--- config.mk ---
export PLATFORM = sky130hd
export DESIGN_NAME = rst_seq_ctrl
export DESIGN_NICKNAME = d
export VERILOG_FILES = /design/src/rtl/rst_seq_ctrl.sv
export SDC_FILE = /design/constraint.sdc
export NUM_CORES = 1
export LEC_CHECK = 0
export BUFFER_PORTS_ARGS = -buffer_cell sky130_fd_sc_hd__buf_2
export CAP_MARGIN = 20
export CORE_MARGIN = 5
export CORE_UTILIZATION = 40
export CTS_CLUSTER_SIZE = 25
export DETAILED_ROUTE_END_ITERATION = 8
export GPL_TIMING_DRIVEN = 0
export HOLD_SLACK_MARGIN = 0.12
export PLACE_DENSITY = 0.69
export SYNTH_ARGS = -nofsm -noshare
export SYNTH_HDL_FRONTEND = slang
export SYNTH_SLANG_ARGS = --single-unit
--- constraint.sdc ---
create_clock -name clk_i -period 2.2 [get_ports clk_i]
set_input_delay 0.44 -clock clk_i [delete_from_list [all_inputs] [get_ports clk_i]]
set_output_delay 0.44 -clock clk_i [all_outputs]
set_load 0.005 [all_outputs]
--- src/rtl/rst_seq_ctrl.sv ---
// Reset sequencer: filters PLL lock, then releases N_DOM reset domains in index order with programmable spacing.
// Optional lock-loss event counter built when RSTSEQ_LOSS_CNT_EN is defined.
//
// state       | meaning
// ------------+------------------------------------------------------------
// WAIT_LOCK   | all domains held, waiting for lock_i
// FILTER      | counting consecutive lock-high cycles up to LOCK_FILT
// RELEASE     | releasing one domain every STEP_DLY cycles
// RUN         | all domains released, done_o high
// HOLD        | software re-sequence: all domains held for HOLD_CYC cycles
module rst_seq_ctrl #(
    parameter int N_DOM     = 3,
    parameter int LOCK_FILT = 16,
    parameter int STEP_DLY  = 8,
    parameter int HOLD_CYC  = 4
) (
    input  logic             clk_i,
    input  logic             rst_ni,
    input  logic             lock_i,
    input  logic             sw_req_i,
    input  logic             test_mode_i,
    input  logic             pll_bps_i,
    output logic [N_DOM-1:0] rst_no,
    output logic             done_o,
    output logic             lock_lost_o,
    output logic [7:0]       loss_cnt_o
);

    localparam int CMAX = (LOCK_FILT > STEP_DLY)
                        ? ((LOCK_FILT > HOLD_CYC) ? LOCK_FILT : HOLD_CYC)
                        : ((STEP_DLY > HOLD_CYC) ? STEP_DLY : HOLD_CYC);
    localparam int CW   = $clog2(CMAX + 1);

    typedef enum logic [2:0] {
        S_WAIT_LOCK,
        S_FILTER,
        S_RELEASE,
        S_RUN,
        S_HOLD
    } state_e;

    state_e           state_q;
    logic [CW-1:0]    cnt_q;
    logic [2:0]       idx_q;
    logic [N_DOM-1:0] rst_q;
    logic             done_q;
    logic             lock_lost_q;
    logic             lock_loss;
    logic [N_DOM-1:0] dom_bit;

    // Lock loss only counts once domains have started releasing.
    assign lock_loss = !lock_i && (state_q == S_RELEASE || state_q == S_RUN);
    assign dom_bit   = N_DOM'(1) << idx_q;

    always_ff @(posedge clk_i) begin
        if (!rst_ni) begin
            state_q     <= S_WAIT_LOCK;
            cnt_q       <= '0;
            idx_q       <= '0;
            rst_q       <= '0;
            done_q      <= 1'b0;
            lock_lost_q <= 1'b0;
        end else begin
            case (state_q)
                S_WAIT_LOCK: begin
                    rst_q  <= '0;
                    done_q <= 1'b0;
                    if (lock_i) begin
                        state_q <= S_FILTER;
                        cnt_q   <= CW'(1);
                    end else begin
                        cnt_q <= '0;
                    end
                end
                S_FILTER: begin
                    if (!lock_i) begin
                        state_q <= S_WAIT_LOCK;
                        cnt_q   <= '0;
                    end else if (sw_req_i) begin
                        state_q <= S_HOLD;
                        cnt_q   <= '0;
                    end else if (cnt_q == CW'(LOCK_FILT)) begin
                        state_q <= S_RELEASE;
                        cnt_q   <= '0;
                        idx_q   <= '0;
                    end else begin
                        cnt_q <= cnt_q + 1'b1;
                    end
                end
                S_RELEASE, S_RUN: begin
                    if (lock_loss) begin
                        state_q     <= S_WAIT_LOCK;
                        rst_q       <= '0;
                        done_q      <= 1'b0;
                        lock_lost_q <= 1'b1;
                        cnt_q       <= '0;
                        idx_q       <= '0;
                    end else if (sw_req_i) begin
                        state_q <= S_HOLD;
                        rst_q   <= '0;
                        done_q  <= 1'b0;
                        cnt_q   <= '0;
                        idx_q   <= '0;
                    end else if (state_q == S_RELEASE) begin
                        if (cnt_q == CW'(STEP_DLY - 1)) begin
                            rst_q <= rst_q | dom_bit;
                            cnt_q <= '0;
                            idx_q <= idx_q + 3'd1;
                            if (idx_q == 3'(N_DOM - 1)) begin
                                state_q <= S_RUN;
                                done_q  <= 1'b1;
                            end
                        end else begin
                            cnt_q <= cnt_q + 1'b1;
                        end
                    end
                end
                S_HOLD: begin
                    if (!lock_i) begin
                        state_q <= S_WAIT_LOCK;
                        cnt_q   <= '0;
                    end else if (cnt_q == CW'(HOLD_CYC - 1)) begin
                        state_q <= S_FILTER;
                        cnt_q   <= CW'(1);
                    end else begin
                        cnt_q <= cnt_q + 1'b1;
                    end
                end
                default: begin
                    state_q <= S_WAIT_LOCK;
                    cnt_q   <= '0;
                    idx_q   <= '0;
                    rst_q   <= '0;
                    done_q  <= 1'b0;
                end
            endcase
        end
    end

    // Bypass follows the raw reset input so test/PLL-bypass builds see a plain reset tree.
    assign rst_no      = (test_mode_i || pll_bps_i) ? {N_DOM{rst_ni}} : rst_q;
    assign done_o      = done_q;
    assign lock_lost_o = lock_lost_q;

`ifdef RSTSEQ_LOSS_CNT_EN
    logic [7:0] loss_cnt_q;
    logic [7:0] loss_cnt_d;

    always_comb begin
        loss_cnt_d = loss_cnt_q;
        if (lock_loss && loss_cnt_q != 8'hFF) begin
            loss_cnt_d = loss_cnt_q + 8'd1;
        end
    end

    always_ff @(posedge clk_i) begin
        if (!rst_ni) begin
            loss_cnt_q <= 8'h00;
        end else begin
            loss_cnt_q <= loss_cnt_d;
        end
    end

    assign loss_cnt_o = loss_cnt_q;
`else
    assign loss_cnt_o = 8'h00;
`endif

endmodule

* Yosys cells after proc, flatten, opt, wreduce, memory -nomap -nowiden
Index checks and enable logic that the tools add are counted.
** Storage, ports and cells
- Output and inout bits :: 13
- Bits of input ports :: 6
- Register bits after elaboration :: 16
- Word-level logic and storage cells :: 85
** Operators by class
- Bitwise operators :: 3
- Multiplexer cells :: 43
- Add/sub/neg operators :: 2
- Shift-type cells :: 1
- Reductions and logical operators :: 13
- Equal/unequal tests :: 17
** Operator list (number)
- two-way mux 3 bit :: 23
- two-way mux 5 bit :: 9
- case mux 5 bit (4 select lines) :: 1
- != test 4 bit, second input constant :: 4
- case mux 3 bit (4 select lines) :: 1
- AND reduction 6 bit :: 2
- equality test 3 x 2 -> 1 bit, second input constant :: 3
- case mux 3 bit (3 select lines) :: 1
- != test 2 bit, second input constant :: 4
- two-way mux 1 bit :: 6
- case mux 3 bit (2 select lines) :: 1
- OR reduction 2 bit :: 3
- adder 5 x 1 -> 5 bit, second input constant :: 1
- equality test 5 x 2 -> 1 bit, second input constant :: 1
- equality test 5 x 3 -> 1 bit, second input constant :: 1
- equality test 5 bit, second input constant :: 1
- AND reduction 4 bit :: 1
- adder 3 x 1 -> 3 bit, second input constant :: 1
- equality test 3 x 1 -> 1 bit, second input constant :: 1
- equality test 3 bit, second input constant :: 1
- logical NOT 3 bit :: 1
- != test 3 bit, second input constant :: 1
- bitwise OR 3 bit :: 1
- AND reduction 3 bit :: 1
- 7 further kinds :: 9

* Logic depth before layout (Yosys ltp)
Gate-level depths: netlist (run 1).
- Word-level depth :: 7
- Mapped depth :: 7
- Gate-level depth less buffers :: 7

* Worst setup path after synthesis (run 1)
OpenSTA, ideal clock, no wires.
- Path type :: input port to flip-flop
- Start point :: in lock_i
- End point :: reg idx_q[2]
- Stages :: 6
- Required time :: 2.072 ns
- Setup time :: 0.128 ns
- Setup slack :: 0.561 ns
- Path buffers :: 1
- Arrival :: 1.511 ns
- Cells stage by stage :: buf_2 > and4bb_4 > a221oi_2 > nand2_1 > o211ai_1 > o41ai_2
** Between the ends
- Longest elaborated chain between the ends :: 4
- Elaborated cells between the ends (all ways) :: 8
- Classes of those cells :: eq/ne: 3; mux: 2; reduce/logical: 3
** RTL lines
- from (decl) :: line 19 : input logic lock_i,
- logical NOT 1 bit
- logical AND 1 bit :: line 52 : assign lock_loss = !lock_i && (state_q == S_RELEASE || state_q == S_RUN);
- != test 4 bit (no source line) / two-way mux 3 bit (equally long branches)
- AND reduction 6 bit (no source line) / case mux 3 bit (3 select lines) (equally long branches)
- to (signal assigned) :: line 108 : idx_q <= idx_q + 3'd1;
- to (decl) :: line 44 : logic [2:0] idx_q;
Parallel ways exist; a longest one is shown, timed or not.
A chain may end at the register's enable or synchronous reset.

* Final worst setup path (run 1)
- Start point :: in rst_ni
- End point :: out rst_no[0]
** Between the ends
- Longest elaborated chain between the ends :: 1
** RTL lines
- from (decl) :: line 18 : input logic rst_ni,
- two-way mux 3 bit :: line 141 : assign rst_no = (test_mode_i || pll_bps_i) ? {N_DOM{rst_ni}} : rst_q;
- to (decl) :: line 23 : output logic [N_DOM-1:0] rst_no,
Every way passes these cells.

==> results of run 1 <==
## layout make-up
class / count / area [µm²] / area share, %
buffer: 13 / 82.6 / 6.80
clock buffer: 3 / 22.5 / 1.86
inverter: 5 / 18.8 / 1.55
multi-input combinational: 106 / 687 / 56.6
sequential: 16 / 320 / 26.4
tap: 30 / 37.5 / 3.09
timing repair buffer: 9 / 45.0 / 3.71
## how the worst max path moves through the flow
| stage | slack, ns | cells after the start | to |
|---|---|---|---|
| after floorplan | 0.56 | 6 | idx_q[2] |
| after global placement | 0.38 | 5 | rst_no[0] |
| after detailed placement | 0.32 | 6 | cnt_q[2] |
| after CTS | 0.33 | 5 | rst_no[0] |
| after global routing | 0.20 | 5 | rst_no[1] |
| final | 0.35 | 5 | rst_no[0] |
## layer usage
layer  up-vias  track usage, %  part of all wire (%)
li1        494               -                     -
met1       458            17.2                    45
met2        22            21.2                    47
met3         4            4.34                   6.5
met4         0            4.55                   1.1
met5         -               0                     0
## power by group through the flow
stage	Combinational (W)	Clock (W)	Sequential, W
after CTS	0.000200	0.000165	0.000318
final	0.000201	0.000156	0.000319
after global routing	0.000227	0.000177	0.000321
after detailed placement	0.000199	0	0.000325
after floorplan	0.000161	0	0.000321
after global placement	0.000196	0	0.000324
## metrics by stage
step	utilization [%]	power, W
after global routing	48.1	0.000724
after CTS	48.1	0.000683
final	48.1	0.000675
after floorplan	-	0.000483
after detailed placement	47.2	0.000524
after global placement	47.2	0.000521
## cells in the mapped netlist, drive strengths merged (2+ instances only)
cell and instances:
nand2 25, dfxtp 16, buf 11, nor2 9, ha 6, o21ai 6
a21oi 5, inv 5, nand3 4, a22o 3, nand2b 3, nand4 3
nor3b 3, a221oi 2, a31oi 2, and2 2, and3 2, clkbuf 2
mux2i 2, nand4bb 2, o211ai 2
## sequential cells by signal, summed over array words and instances, names as in the netlist
name / count
state_q: 3
lock_lost_o: 1
rst_q: 3
cnt_q: 5
done_o: 1
idx_q: 3
## cell usage in the layout, fill, tap and decap left out, types with 2 or more instances in the layout
cell,count
nand2_1,25
dfxtp_1,16
buf_2,12
nor2_1,9
buf_4,8
conb_1,8
ha_1,6
inv_1,5
a21oi_1,5
nand3_1,4
o21ai_0,3
o21ai_1,3
nand2b_1,3
a22o_1,3
nor3b_1,3
clkbuf_4,3
clkbuf_1,2
nand4bb_1,2
nand4_1,2
and3_1,2
o211ai_1,2
mux2i_1,2
a31oi_1,2
## logic make-up (layout without fill, tap and decap cells)
group                      count (synthesis)  after routing  share of synthesized area (%)
other                                      1              8                          0.346
muxes                                      2              2                           1.85
adders and majority gates                  6              6                           6.94
and+or+nand+nor                           61             61                           31.6
xor gates and xnor gates                   1              1                          0.809
buffers and inverters                     18             30                           9.36
AOI/OAI and AO/OA                         28             28                           19.5
DFF                                       16             16                           29.6
## worst reg2reg max path: cells and delay by family (launching register included)
family / cells / cell delay [ns]
and+or+nand+nor: 3 / 0.82
DFF: 1 / 0.39
adders and majority gates: 1 / 0.24
AOI/OAI and AO/OA: 2 / 0.27
==> flow_metrics.py, run 1 <==
metrics = {
    "sta": {
        "period_needed_ns": 1.85,
        "finalClockSkew_ns": 0.00891,
        "fin_ws_ns": 0.346,
        "final_hold_viol_count": 0,
        "rsz0062_at_grt": "no",
        "maxSlewViolCount": 0,
        "period_share_pct": 84.3,
        "max_freq_ghz": 0.539,
        "setup_tns_ns": 0,
        "hold_ws_ns": 0.452,
        "finalSetupViolations": 0,
    },
    "die": {
        "die_h_um": 62.0,
        "core_um2": 2520,
        "row_count": 18,
        "ios": 19,
        "dieArea_um2": 3850,
        "initial_utilization_pct": 42.9,
        "die_w_um": 62.0,
    },
    "setup_path": {
        "crit_chain": "buf_2, clkbuf_1, o21ai_0, nand2_1, buf_2",
        "worstPathMaxFanout": 10,
        "reg2reg_to": "cnt_q[2]",
        "critPathTopFamily": "buffers and inverters",
        "timing.rr.start": "cnt_q[1]",
        "startpoint": "rst_ni",
        "slowest_delay_ns": 0.37,
        "rrSetupSlack_ns": 0.39,
        "cp-end-kind": "output port",
        "critical_path_class": "in -> out",
        "worstRegToRegCells": 6,
        "cp.arrival_ns": 1.41,
        "crit_required_ns": 1.76,
        "start_kind": "primary input",
        "cpMostUsedCell": "buf_2",
        "path_buf_inv": 3,
        "slowest_stage": "clkbuf_1",
    },
    "job": {
        "drv_cap": 0,
    },
    "cells_and_area": {
        "stdcell_area_um2": 1210,
        "layout.nets": 166,
        "fill_cells": 254,
        "insertedDiodeCount": 0,
        "stdcell_count": 182,
        "area_delta_synth_final_pct": 12.1,
        "layout-drive-gt1-share_pct": 20.4,
    },
    "clock_network": {
        "cts_tree": "done",
        "clockBufferDepth": 2,
        "clk_pin_slew_ns": 0.09,
        "cts_resized": 0,
        "cts_made_buffers": 3,
        "cts_setup_buffers": 0,
        "htreeDepth": 1,
        "ctsRootBufferMaster": "clkbuf_4",
        "clock-sinks": 16,
        "hold_buffers": 0,
        "insertion_delay_ns": 0.29,
    },
    "power_and_ir_drop": {
        "p_per_area_nw_per_um2": 556,
        "swShare_pct": 33.1,
        "power.internal_w": 0.000452,
        "clkPwrFrac_pct": 23.1,
        "p_sw_w": 0.000224,
        "peakVddDrop_mv": 0.455,
        "seqPwrFrac_pct": 47.2,
        "combPwrFrac_pct": 29.7,
        "p_leak_nw": 0.548,
    },
    "yosys": {
        "yosys-top-cells-area": "dfxtp_1, nand2_1, ha_1",
        "synth_cell_type_count": 44,
        "synth_top_cell_by_area": "dfxtp_1",
        "ys.flop_type": "dfxtp_1",
        "synth_area_per_cell_um2": 8.14,
        "synth_edf_count": 0,
        "syn-cell-area_um2": 1080,
        "synthArstFlopShare_pct": 0,
        "yosysSeqAreaShare_pct": 29.6,
        "yosysTopAreaCellShare_pct": 29.6,
        "ys_seq_elements": 16,
        "ys_warn_count": 0,
        "synthCells": 133,
    },
    "placed_design": {
        "io_buffer_count": 9,
        "dpl.cell_count": 179,
        "post_dp_cell_area_um2": 1190,
        "pre_cts_slack_ns": 0.324,
        "gp_congestion": 0.873,
        "dp_hpwl_um": 1750,
    },
    "route": {
        "drt-initial-drc-count": 58,
        "wirelength_um": 2200,
        "drc": 0,
        "antenna_left": 0,
        "routed_via_density": 5.37,
        "wire_per_inst_um": 12.1,
        "vias": 978,
        "drtPass1Iterations": 4,
    },
    "hold_path": {
        "hold_end": "idx_q[2]",
        "min-delay-start": "rst_ni",
        "min_path_cells": 3,
        "hold_class": "in -> reg",
    },
    "global_route": {
        "grt_pass1_wl_um": 3780,
        "grt_max_degree": 11,
        "grt_pass1_vias": 855,
        "grt_use_total_pct": 13.4,
        "overflow": 0,
        "antenna_found_initial": 0,
    },
    "outcome": {
        "outcome": "completed",
    },
}
Note: power is estimated with default switching activity, not from simulation.
==> run 2: changes to the inputs <==
- PLACE_DENSITY: 0.69 -> 0.72
- clock period: 2.2 -> 1.65 ns (I/O delays scaled with it)
==> flow_metrics.py, run 2 (synthesis results as in run 1) <==
metrics = {
    "cells_and_area": {
        "top_register": "cnt_q",
        "final_cell_mix": "nand2_1, buf_4, dfxtp_1",
        "area_delta_synth_final_pct": 23.2,
        "layout-drive-gt1-share_pct": 29.8,
        "largest_reg_flops": 5,
        "insertedDiodeCount": 0,
        "layout.nets": 174,
        "final_common_cell": "nand2_1",
        "stdcell_area_um2": 1330,
    },
    "global_route": {
        "grt_pass1_wl_um": 3800,
        "overflow": 0,
        "grt_max_degree": 11,
        "grt_use_total_pct": 13.2,
        "grt_pass1_vias": 927,
        "antenna_found_initial": 0,
    },
    "setup_path": {
        "critical_path_class": "reg -> reg",
        "slowest_stage": "dfxtp_4",
        "worstRegToRegCells": 7,
        "cp.arrival_ns": 1.88,
        "worstPathMaxFanout": 4,
        "rrSetupSlack_ns": 0.02,
        "start_kind": "register",
        "timing.rr.start": "cnt_q[0]",
        "crit_chain": "inv_1, ha_1, nand4bb_1, nand4_1, and2_4, a221oi_1, a21o_1",
        "crit_required_ns": 1.90,
        "cp-end-kind": "register",
        "reg2reg_to": "cnt_q[2]",
        "slowest_delay_ns": 0.38,
    },
    "route": {
        "drtPass1Iterations": 4,
        "vias": 1006,
        "wire_per_inst_um": 12.2,
        "routed_via_density": 5.27,
        "wirelength_um": 2330,
        "antenna_left": 0,
        "drc": 0,
        "drt-initial-drc-count": 35,
    },
    "die": {
        "dieArea_um2": 3850,
        "core_um2": 2520,
        "row_count": 18,
        "die_w_um": 62.0,
        "ios": 19,
        "initial_utilization_pct": 42.9,
        "die_h_um": 62.0,
    },
    "sta": {
        "rsz0062_at_grt": "yes",
        "finalClockSkew_ns": 0.0104,
        "finalSetupViolations": 0,
        "period_needed_ns": 1.63,
        "worst_pin_slew_ns": 0.520,
        "fin_ws_ns": 0.0165,
        "worst_slew_margin_rel_pct": 65.2,
        "maxSlewViolCount": 0,
        "setup_tns_ns": 0,
        "max_freq_ghz": 0.612,
        "final_hold_viol_count": 0,
        "period_share_pct": 99.0,
    },
    "hold_path": {
        "hold_end": "idx_q[2]",
        "min_path_cells": 3,
        "min-delay-start": "rst_ni",
        "hold_class": "in -> reg",
    },
    "job": {
        "drv_cap": 0,
    },
    "power_and_ir_drop": {
        "p_per_area_nw_per_um2": 749,
        "power.internal_w": 0.000673,
        "p_sw_w": 0.000326,
        "clkPwrFrac_pct": 26.4,
        "swShare_pct": 32.6,
        "combPwrFrac_pct": 30.7,
        "total_power_w": 0.000999,
        "peakVddDrop_mv": 0.578,
        "seqPwrFrac_pct": 42.9,
        "p_leak_nw": 0.598,
    },
    "clock_network": {
        "cts_tree": "done",
        "ctsRootBufferMaster": "clkbuf_4",
        "hold_buffers": 0,
        "clockBufferDepth": 2,
        "clk_pin_slew_ns": 0.10,
        "cts_made_buffers": 3,
        "htreeDepth": 1,
        "insertion_delay_ns": 0.29,
        "clock-sinks": 16,
    },
    "placed_design": {
        "gp_congestion": 0.888,
        "io_buffer_count": 9,
        "post_dp_cell_area_um2": 1190,
        "dp_hpwl_um": 1690,
        "pre_cts_slack_ns": -0.168,
    },
    "outcome": {
        "outcome": "completed",
    },
}
## run 2: cell types whose count changed in the layout (fill, tap and decap cells not counted), moves of 2 or more
cell and delta:
dfxtp_4 +2, clkbuf_1 -2, dfxtp_1 -2, clkbuf_2 +2, buf_4 +8
## run 2: how the worst max path moves through the flow
stage | slack, ns | end | startpoint | cells past startpoint
floorplan | 0.01 | cnt_q[2] | cnt_q[0] | 6
global placement | -0.07 | cnt_q[2] | cnt_q[0] | 6
detailed placement | -0.17 | idx_q[2] | cnt_q[1] | 6
CTS | 0.001 | state_q[0] | cnt_q[0] | 6
global route | -0.07 | state_q[1] | cnt_q[0] | 9
finish | 0.02 | cnt_q[2] | cnt_q[0] | 7
## run 2: what timing repair did
item | in CTS | in global routing
setup endpoints to repair | 8 | 15
buffers inserted | 5 | 3
resized for setup | 6 | 9
pin swaps | 2 | 5
## run 2: cell type report
cell class                      count  area, µm²
Fill cell                         239       1190
Inverter                            5       18.8
Clock buffer                        4       36.3
Sequential cell                    16        328
Multi-Input combinational cell    106        723
Buffer                             13       85.1
Timing Repair Buffer               17        105
Tap cell                           30       37.5
## run 2: layer usage
metal,GRT usage [%],share of wire (%),up-vias,wire [µm]
met3,5.17,7.6,4,178
met1,15.3,46,462,1070
met5,0,0,-,0
met2,23.2,45,29,1060
li1,-,-,511,-
met4,2.42,0.94,0,22
## run 2: worst max-delay path, delay by kind of cell (launching register included)
kind / cells / cell delay, ns
flip-flops: 1 / 0.38
AO/OA/AOI/OAI: 2 / 0.39
buffers and inverters: 1 / 0.06
AND/OR/NAND/NOR: 3 / 0.56
adder cells (fa/ha/maj): 1 / 0.20
## run 2: through the flow
stage | utilization (%) | hold WS, ns | cells
after floorplan | - | 0.423 | 140
after global placement | 47.2 | 0.426 | 179
after detailed placement | 47.2 | 0.430 | 179
after CTS | 51.2 | 0.337 | 188
after global routing | 52.9 | 0.341 | 191
final | 52.9 | 0.345 | 191
## run 2: power by group through the flow
| stage | Sequential, W | Clock, W | Combinational, W |
|---|---|---|---|
| after floorplan | 0.000428 | 0 | 0.000215 |
| after global placement | 0.000433 | 0 | 0.000262 |
| after detailed placement | 0.000435 | 0 | 0.000267 |
| after CTS | 0.000431 | 0.000273 | 0.000286 |
| after global routing | 0.000432 | 0.000292 | 0.000341 |
| final | 0.000429 | 0.000264 | 0.000306 |
==> run 3: changes to the inputs <==
- CORE_UTILIZATION: 40 -> 49
- PLACE_DENSITY: 0.72 -> 0.83
==> flow_metrics.py, run 3 (synthesis results as in run 1) <==
metrics = {
    "cells_and_area": {
        "final_cell_mix": "nand2_1, dfxtp_1, buf_4",
        "layout-drive-gt1-share_pct": 32.3,
        "area_delta_synth_final_pct": 24.2,
        "top_register": "cnt_q",
        "final_common_cell": "nand2_1",
        "stdcell_count": 186,
        "insertedDiodeCount": 0,
        "largest_reg_flops": 5,
        "fill_cells": 192,
        "layout.nets": 171,
    },
    "setup_path": {
        "slowest_stage": "dfxtp_4",
        "cp-end-kind": "register",
        "crit_required_ns": 1.88,
        "path_buf_inv": 2,
        "cp.arrival_ns": 1.95,
        "slowest_delay_ns": 0.39,
        "critical_path_class": "reg -> reg",
        "start_kind": "register",
        "worstPathMaxFanout": 5,
        "crit_chain": "inv_1, ha_2, nand4bb_1, nand4_1, buf_4, a31oi_4, a21oi_2, o21ai_1",
        "critPathTopFamily": "simple AND/OR/NAND/NOR gates",
    },
    "die": {
        "die_w_um": 57.0,
        "core_um2": 2170,
        "initial_utilization_pct": 49.9,
        "die_h_um": 57.0,
        "row_count": 17,
        "ios": 19,
        "dieArea_um2": 3250,
    },
    "placed_design": {
        "gp_congestion": 0.882,
        "dpl.cell_count": 177,
        "dp_hpwl_um": 1730,
        "io_buffer_count": 9,
    },
    "route": {
        "drc": 0,
        "vias": 1023,
        "drtPass1Iterations": 4,
        "routed_via_density": 5.50,
        "wirelength_um": 2520,
        "drt-initial-drc-count": 43,
        "antenna_left": 0,
        "wire_per_inst_um": 13.5,
    },
    "job": {
        "drv_cap": 0,
    },
    "global_route": {
        "overflow": 0,
        "antenna_found_initial": 0,
        "grt_use_total_pct": 14.7,
        "grt_pass1_vias": 897,
        "grt_pass1_wl_um": 3790,
        "grt_max_degree": 11,
    },
    "power_and_ir_drop": {
        "p_leak_nw": 0.585,
        "peakVddDrop_mv": 0.447,
        "p_per_area_nw_per_um2": 759,
    },
    "sta": {
        "period_share_pct": 105,
        "finalClockSkew_ns": 0.0171,
        "finalSetupViolations": 5,
        "worst_pin_slew_ns": 0.544,
        "maxSlewViolCount": 0,
        "rsz0062_at_grt": "yes",
        "max_freq_ghz": 0.579,
        "period_needed_ns": 1.73,
        "fin_ws_ns": -0.0762,
        "worst_slew_margin_rel_pct": 63.6,
        "final_hold_viol_count": 0,
        "hold_ws_ns": 0.330,
    },
    "outcome": {
        "violations": "setup timing",
        "outcome": "finished, violations left",
    },
    "clock_network": {
        "cts_tree": "done",
        "ctsRootBufferMaster": "clkbuf_4",
        "clock-sinks": 16,
        "clk_pin_slew_ns": 0.11,
        "clockBufferDepth": 2,
        "insertion_delay_ns": 0.30,
        "htreeDepth": 1,
        "cts_made_buffers": 3,
    },
    "hold_path": {
        "hold_class": "in -> reg",
    },
}
## run 3: changes by cell type in the layout (fill, tap and decap cells not counted), sizes merged
cell and change:
buf -3
## run 3: worst reg2reg max path: stages, from the launching register on
cell	delay, ns
dfxtp_4	0.39
inv_1	0.05
ha_2	0.16
nand4bb_1	0.17
nand4_1	0.27
buf_4	0.24
a31oi_4	0.19
a21oi_2	0.07
o21ai_1	0.11
## run 3: layout make-up
class	count	area (µm²)	area share [%]
Multi-Input combinational cell	106	759	56.5
Inverter	5	18.8	1.40
Tap cell	28	35.0	2.61
Timing Repair Buffer	14	82.6	6.15
Buffer	13	83.8	6.24
Sequential cell	16	328	24.4
Clock buffer	4	36.3	2.70
## run 3: stage by stage
stage | util, % | TNS (ns) | power, W | setup WS [ns] | instance area [µm²]
final | 61.9 | -0.204 | 0.00102 | -0.0762 | 1340
after global routing | 61.9 | -0.699 | 0.00107 | -0.162 | 1340
after CTS | 58.5 | 0 | 0.000988 | 0.00513 | 1270
after detailed placement | 54.8 | -1.04 | 0.000702 | -0.138 | 1190
after global placement | 54.8 | -0.277 | 0.000691 | -0.0666 | 1190
after floorplan | - | 0 | 0.000644 | 0.0131 | 1110
## run 3: final timing paths
path | from | endpoint | slack (ns) | cells after the start
worst max-delay path | cnt_q[1] | cnt_q[3] | -0.08 | 8
worst max register to register | cnt_q[1] | cnt_q[3] | -0.08 | 8
worst min register to register | done_o | done_o | 0.45 | 2
worst min-delay path | rst_ni | idx_q[2] | 0.33 | 3
## run 3: layer usage
layer	wire (µm)	track usage, %	part of all wire [%]	up-vias
met1	1060	16.9	42	473
met4	72	6.62	2.9	0
met3	138	2.94	5.5	11
met2	1250	25.9	50	30
met5	0	0	0	-
li1	-	-	-	509
## run 3: power by group
| group | internal, W | total [W] | switching [W] | leakage, nW |
|---|---|---|---|---|
| combinational | 0.000135 | 0.000319 | 0.000184 | 0.433 |
| sequential | 0.000406 | 0.000428 | 0.0000220 | 0.131 |
| clock | 0.000135 | 0.000272 | 0.000137 | 0.0210 |
## run 3: timing repair
item | 4_1_cts | 5_1_grt
hold buffers | 0 | 0
endpoints found under the setup margin | 10 | 11
resized for setup | 8 | 11
pin swaps | 2 | 7
setup buffers | 2 | 3
